[src/rtl/checkout_pkg.sv]
// Shared types and default constants for the checkout scanner.
// Holds the scanner state encoding, the default item-code and counter widths,
// and the default discount / expensive lookup masks (one bit per item code).
package checkout_pkg;

  // Scanner control states
  typedef enum logic [1:0] {
    IDLE     = 2'd0,
    SCANNING = 2'd1,
    ALARM    = 2'd2
  } state_e;

  localparam int DEF_UPC_W = 3;
  localparam int DEF_CNT_W = 8;

  // Bit i set means item code i is discounted
  localparam logic [7:0] DEF_DISC_MASK = 8'b0011_0010;
  // Bit i set means item code i is expensive and must carry a mark
  localparam logic [7:0] DEF_EXP_MASK  = 8'b1100_0001;

endpackage

[src/rtl/checkout_scanner_upc_classifier.sv]
// Purely combinational item classifier.
// Ports:
//   upc    in  UPC_W  item code
//   marked in  1      item carries a paid/security mark
//   disc   out 1      item code is in the discount mask
//   stolen out 1      item code is expensive and the item is unmarked
import checkout_pkg::*;

module upc_classifier #(
  parameter int                   UPC_W     = DEF_UPC_W,
  parameter logic [2**UPC_W-1:0]  DISC_MASK = DEF_DISC_MASK,
  parameter logic [2**UPC_W-1:0]  EXP_MASK  = DEF_EXP_MASK
) (
  input  logic [UPC_W-1:0] upc,
  input  logic             marked,
  output logic             disc,
  output logic             stolen
);

  assign disc   = DISC_MASK[upc];
  assign stolen = EXP_MASK[upc] & ~marked;

endmodule

[src/rtl/checkout_scanner.sv]
// Checkout scanner: accepts one item per valid/ready handshake, classifies it,
// keeps saturating per-transaction counts, publishes totals on checkout and
// latches a theft alarm that blocks scanning until acknowledged.
// Ports:
//   clk, reset_n                     clock, async active-low reset
//   scan_valid / scan_ready          item handshake (ready low while alarmed)
//   upc, marked                      item code and mark flag
//   checkout                         pulse: close the transaction
//   alarm_clr                        pulse: acknowledge the alarm
//   alarm                            latched theft alarm
//   last_disc, last_stolen           classification of last accepted item
//   item_cnt, disc_cnt, stolen_cnt   live transaction counts
//   done                             one-cycle pulse when totals update
//   total_items/disc/stolen          totals of the last closed transaction
import checkout_pkg::*;

module checkout_scanner #(
  parameter int                   UPC_W     = DEF_UPC_W,
  parameter int                   CNT_W     = DEF_CNT_W,
  parameter logic [2**UPC_W-1:0]  DISC_MASK = DEF_DISC_MASK,
  parameter logic [2**UPC_W-1:0]  EXP_MASK  = DEF_EXP_MASK
) (
  input  logic             clk,
  input  logic             reset_n,
  input  logic             scan_valid,
  output logic             scan_ready,
  input  logic [UPC_W-1:0] upc,
  input  logic             marked,
  input  logic             checkout,
  input  logic             alarm_clr,
  output logic             alarm,
  output logic             last_disc,
  output logic             last_stolen,
  output logic [CNT_W-1:0] item_cnt,
  output logic [CNT_W-1:0] disc_cnt,
  output logic [CNT_W-1:0] stolen_cnt,
  output logic             done,
  output logic [CNT_W-1:0] total_items,
  output logic [CNT_W-1:0] total_disc,
  output logic [CNT_W-1:0] total_stolen
);

  localparam logic [CNT_W-1:0] CNT_ONE = {{(CNT_W-1){1'b0}}, 1'b1};
  localparam logic [CNT_W-1:0] CNT_MAX = {CNT_W{1'b1}};

  state_e           state_q, state_d;
  logic [CNT_W-1:0] itemCnt_q, itemCnt_d;
  logic [CNT_W-1:0] discCnt_q, discCnt_d;
  logic [CNT_W-1:0] stolenCnt_q, stolenCnt_d;
  logic [CNT_W-1:0] totItems_q, totItems_d;
  logic [CNT_W-1:0] totDisc_q, totDisc_d;
  logic [CNT_W-1:0] totStolen_q, totStolen_d;
  logic             lastDisc_q, lastDisc_d;
  logic             lastStolen_q, lastStolen_d;
  logic             done_q, done_d;

  logic             disc, stolen, acc;
  logic [CNT_W-1:0] itemInc, discInc, stolenInc;

  // Counters stick at all-ones instead of wrapping
  function automatic logic [CNT_W-1:0] satInc(input logic [CNT_W-1:0] v, input logic inc);
    if (inc && (v != CNT_MAX)) begin
      return v + CNT_ONE;
    end
    return v;
  endfunction

  upc_classifier #(
    .UPC_W     (UPC_W),
    .DISC_MASK (DISC_MASK),
    .EXP_MASK  (EXP_MASK)
  ) u_classifier (
    .upc    (upc),
    .marked (marked),
    .disc   (disc),
    .stolen (stolen)
  );

  assign scan_ready = (state_q != ALARM);
  assign acc        = scan_valid & scan_ready;

  // Counts including the item being accepted this cycle; these feed both the
  // live counters and the totals so a same-cycle item lands in the totals.
  assign itemInc   = satInc(itemCnt_q, acc);
  assign discInc   = satInc(discCnt_q, acc & disc);
  assign stolenInc = satInc(stolenCnt_q, acc & stolen);

  // Next-state logic. A stolen item takes priority over checkout, so the
  // transaction stays open and the alarm is raised with the item counted.
  always_comb begin
    state_d      = state_q;
    itemCnt_d    = itemCnt_q;
    discCnt_d    = discCnt_q;
    stolenCnt_d  = stolenCnt_q;
    totItems_d   = totItems_q;
    totDisc_d    = totDisc_q;
    totStolen_d  = totStolen_q;
    lastDisc_d   = lastDisc_q;
    lastStolen_d = lastStolen_q;
    done_d       = 1'b0;

    case (state_q)
      IDLE, SCANNING: begin
        if (acc) begin
          itemCnt_d    = itemInc;
          discCnt_d    = discInc;
          stolenCnt_d  = stolenInc;
          lastDisc_d   = disc;
          lastStolen_d = stolen;
        end
        if (acc && stolen) begin
          state_d = ALARM;
        end else if (checkout) begin
          done_d       = 1'b1;
          totItems_d   = itemInc;
          totDisc_d    = discInc;
          totStolen_d  = stolenInc;
          itemCnt_d    = '0;
          discCnt_d    = '0;
          stolenCnt_d  = '0;
          lastDisc_d   = 1'b0;
          lastStolen_d = 1'b0;
          state_d      = IDLE;
        end else if (acc) begin
          state_d = SCANNING;
        end
      end
      ALARM: begin
        if (alarm_clr) begin
          state_d = SCANNING;
        end
      end
      default: begin
        state_d = IDLE;
      end
    endcase
  end

  // State and output registers
  always_ff @(posedge clk or negedge reset_n) begin
    if (!reset_n) begin
      state_q      <= IDLE;
      itemCnt_q    <= '0;
      discCnt_q    <= '0;
      stolenCnt_q  <= '0;
      totItems_q   <= '0;
      totDisc_q    <= '0;
      totStolen_q  <= '0;
      lastDisc_q   <= 1'b0;
      lastStolen_q <= 1'b0;
      done_q       <= 1'b0;
    end else begin
      state_q      <= state_d;
      itemCnt_q    <= itemCnt_d;
      discCnt_q    <= discCnt_d;
      stolenCnt_q  <= stolenCnt_d;
      totItems_q   <= totItems_d;
      totDisc_q    <= totDisc_d;
      totStolen_q  <= totStolen_d;
      lastDisc_q   <= lastDisc_d;
      lastStolen_q <= lastStolen_d;
      done_q       <= done_d;
    end
  end

  assign alarm        = (state_q == ALARM);
  assign last_disc    = lastDisc_q;
  assign last_stolen  = lastStolen_q;
  assign item_cnt     = itemCnt_q;
  assign disc_cnt     = discCnt_q;
  assign stolen_cnt   = stolenCnt_q;
  assign done         = done_q;
  assign total_items  = totItems_q;
  assign total_disc   = totDisc_q;
  assign total_stolen = totStolen_q;

endmodule

[config.mk]
export PLATFORM = sky130hd
export DESIGN_NAME = checkout_scanner
export DESIGN_NICKNAME = d
export VERILOG_FILES = /design/src/rtl/checkout_pkg.sv /design/src/rtl/checkout_scanner_upc_classifier.sv /design/src/rtl/checkout_scanner.sv
export SDC_FILE = /design/constraint.sdc
export NUM_CORES = 1
export LEC_CHECK = 0
export BUFFER_PORTS_ARGS = -buffer_cell sky130_fd_sc_hd__buf_4
export CAP_MARGIN = 20
export CORE_UTILIZATION = 30
export CTS_CLUSTER_SIZE = 25
export DETAILED_ROUTE_END_ITERATION = 7
export PLACE_DENSITY = 0.51
export SETUP_SLACK_MARGIN = 0.05
export SKIP_LAST_GASP = 1
export SLEW_MARGIN = 25
export SYNTH_ARGS = -nofsm -noshare
export SYNTH_HDL_FRONTEND = slang
export SYNTH_SLANG_ARGS = --single-unit
[constraint.sdc]
create_clock -name clk -period 4.55 [get_ports clk]
set_input_delay 0.91 -clock clk [delete_from_list [all_inputs] [get_ports clk]]
set_output_delay 0.91 -clock clk [all_outputs]
set_load 0.05 [all_outputs]
==> impl_metrics.tcl <==
set metrics [dict create \
    ctsResizeCount 0 \
    syn-instance-count 309 \
    fmaxAchievable_mhz 373 \
    grt_pass1_wl_mm 12.3 \
    root_buffer "clkbuf_8" \
    postSynthAreaPerCell_sq_um 9.06 \
    synth_ff_type "dfrtp_1" \
    synth.largest_area_cell "dfrtp_1" \
    post-route-util 0.387 \
    worstMarginPinSlew_ns 0.690 \
    leakage_nw 1.61 \
    initial_core_util 0.315 \
    cts_setup_buffers 0 \
    antenna_found_initial 0 \
    clockPowerShare 0.248 \
    r2r_start "state_q[1]" \
    synth_area_leaders "dfrtp_1 47%, nand2_1 8.3%, o21ai_0 4.1%, nand3_1 3.0%, a21oi_1 2.9%" \
    cpLargestDelayFamily "simple AND/OR/NAND/NOR gates" \
    crit_slowest_cell "nand3_1" \
    critPathKind "input port to flop" \
    firstDrtPassIters 4 \
    drive_gt1_frac 0.229 \
    synth_common_cells "62 x nand2_1, 53 x dfrtp_1, 23 x o21ai_0" \
    clk_latency_ns 0.30 \
    n_antenna_cell 0 \
    r2r_cells 5 \
    synth_top_area_frac 0.474 \
    clk_pin_slew_ns 0.09 \
    yosysUniqueCellTypes 50 \
    synth-seq-area-share 0.474 \
    cts_buffers 5 \
    fillers 947 \
    dieArea_sq_um 9720 \
    synth_most_common_cell "nand2_1" \
    async_reset_ff_frac 1.00 \
    setup_ws_ns 1.87 \
    dp_cells 468 \
    syn2layout_area_growth_pct 23.0 \
    crit_fanout 15 \
    critical-path-max-stage-delay_ns 0.54 \
    rsz0062_at_grt "false" \
    cp.required_ns 4.74 \
    seqPwrFrac 0.483 \
    ir_drop_mv 0.108 \
    drt_iter0_markers 85 \
    synth-edff-count 0 \
    htree_levels 2 \
    cp-end-kind "flop" \
    status "completed" \
    final_cell_count_no_fill 475 \
    grt_max_degree 54 \
    grt_overflow 0 \
    internal_power_mw 0.706 \
    fin_nets 379 \
    wl_per_cell_microns 15.9 \
    pin_count 62 \
    die_width_microns 98.6 \
    endpoint "disc_cnt[1]" \
    clock_sinks 53 \
    setup_tns_ns 0 \
    dp_hpwl_mm 5.35 \
    r2r_setup_slack_ns 2.20 \
    critPathBufInv 2 \
    synth_fp_nets 321 \
    place_ws_ns 1.52 \
    core_sq_um 8890 \
    final-hold-violation-count 0 \
    crit_chain "buf_4 > and3b_1 > o21ai_1 > nand3_1 > inv_2 > a21oi_1 > a32o_1" \
    netlist_area_sq_um 2800 \
    clock-skew-final_ns 0.00436 \
    cp-start-kind "input port" \
    cp_data_arrival_time_ns 2.87 \
    finalMaxSlewViolations 0 \
    r2r_end "disc_cnt[1]" \
    grt_pass1_vias 2373 \
    route.antenna.remaining_nets 0 \
    cts_buffer_depth 2 \
    rows 34 \
    holdBufCountCts 0 \
    grt.total_usage 0.160 \
    relSlewSlack 0.540 \
    timing.critical_path.from "upc[1]" \
    p_comb_frac 0.269 \
    ys_warn_count 0 \
    gpl.final_weighted_congestion 0.820 \
    port_buffers 61 \
    swShare 0.356 \
    hold_class "flop to flop" \
    drc_errors 0 \
    vias 2509 \
    ys_ff_latch 53 \
    min_period_ns 2.68 \
    cts_tree "yes" \
    routed_via_density 5.28 \
    period_share 0.589 \
    cap_viol_max_count 0 \
    cp.depth 7 \
    power.switching_mw 0.390 \
    drt_wl_total_mm 7.55 \
    p_per_area_nw_per_um2 319 \
    die_h_microns 98.6 \
    setup_viol 0 \
]
==> cells by family (layout without fill, tap and decap cells) <==
group / after synthesis / after routing / share of synthesized area
AOI/OAI and AO/OA: 85 / 85 / 0.194
DFF: 53 / 53 / 0.474
buffers and inverters: 22 / 80 / 0.0317
adders and majority gates: 3 / 3 / 0.0134
and+or+nand+nor: 133 / 133 / 0.244
muxes: 6 / 6 / 0.0215
xor gates and xnor gates: 7 / 7 / 0.0219
==> cells in the final DEF (no fill, tap or decap), types with 6 or more instances in the layout <==
cell type,count
clkbuf_8,6
nand2_1,62
dfrtp_1,53
mux2i_1,6
buf_4,63
o21ai_0,23
nand4_1,6
nor3_1,6
nand3_1,17
a21oi_1,16
nor2_1,12
o21ai_1,12
and3_1,11
inv_1,7
==> metrics by stage <==
step                      total power [mW]  hold slack, ns  cell area (sq um)
after CTS                             1.12           0.491               3440
after global placement               0.836           0.467               3360
final                                 1.10           0.485               3440
after global routing                  1.16           0.506               3440
after detailed placement             0.838           0.468               3360
after floorplan                      0.736           0.587               2800
==> worst min-delay path by stage <==
stage	startpoint	endpoint	slack [ns]	depth (start not counted)
after floorplan	state_q[0]	state_q[0]	0.59	2
after global placement	total_items[6]	total_items[6]	0.47	2
after detailed placement	total_stolen[4]	total_stolen[4]	0.47	2
after CTS	total_items[5]	total_items[5]	0.49	2
after global routing	total_stolen[3]	total_stolen[3]	0.51	2
final	total_items[6]	total_items[6]	0.49	2
==> worst register-to-register path: stages (launching register included) <==
cell     delay [ns]
dfrtp_1        0.39
inv_1          0.42
nand3_1        0.63
inv_2          0.48
a21oi_1        0.10
a32o_1         0.24
==> registers in the layout, indices dropped and copies added, names as in the netlist <==
register	flops
total_stolen	8
item_cnt	8
disc_cnt	8
total_disc	8
done	1
total_items	8
last_disc	1
stolen_cnt	8
state_q	2
last_stolen	1
==> per-layer routing <==
layer  vias to the layer above  wire [microns]  GRT usage
li1                       1234               -          -
met2                        51            3540      0.259
met1                      1220            3710      0.225
met4                         0              38     0.0333
met5                         -               0          0
met3                         4             254     0.0284
==> area by class of cell <==
class / count / area, sq um / share of cell area
flip-flops and latches: 53 / 1330 / 0.385
well taps: 108 / 135 / 0.0393
inverters: 10 / 37.5 / 0.0109
clock buffers: 7 / 86.3 / 0.0251
repair buffers: 63 / 473 / 0.137
multi-input cells: 234 / 1380 / 0.402
==> power groups by stage <==
stage	clock network (mW)	registers, mW	logic [mW]
3_5_place_dp	0	0.540	0.299
6_report	0.272	0.530	0.295
5_1_grt	0.307	0.536	0.318
2_1_floorplan	0	0.635	0.102
4_1_cts	0.287	0.530	0.299
3_3_place_gp	0	0.539	0.297
(Power assumes the default switching activity.)
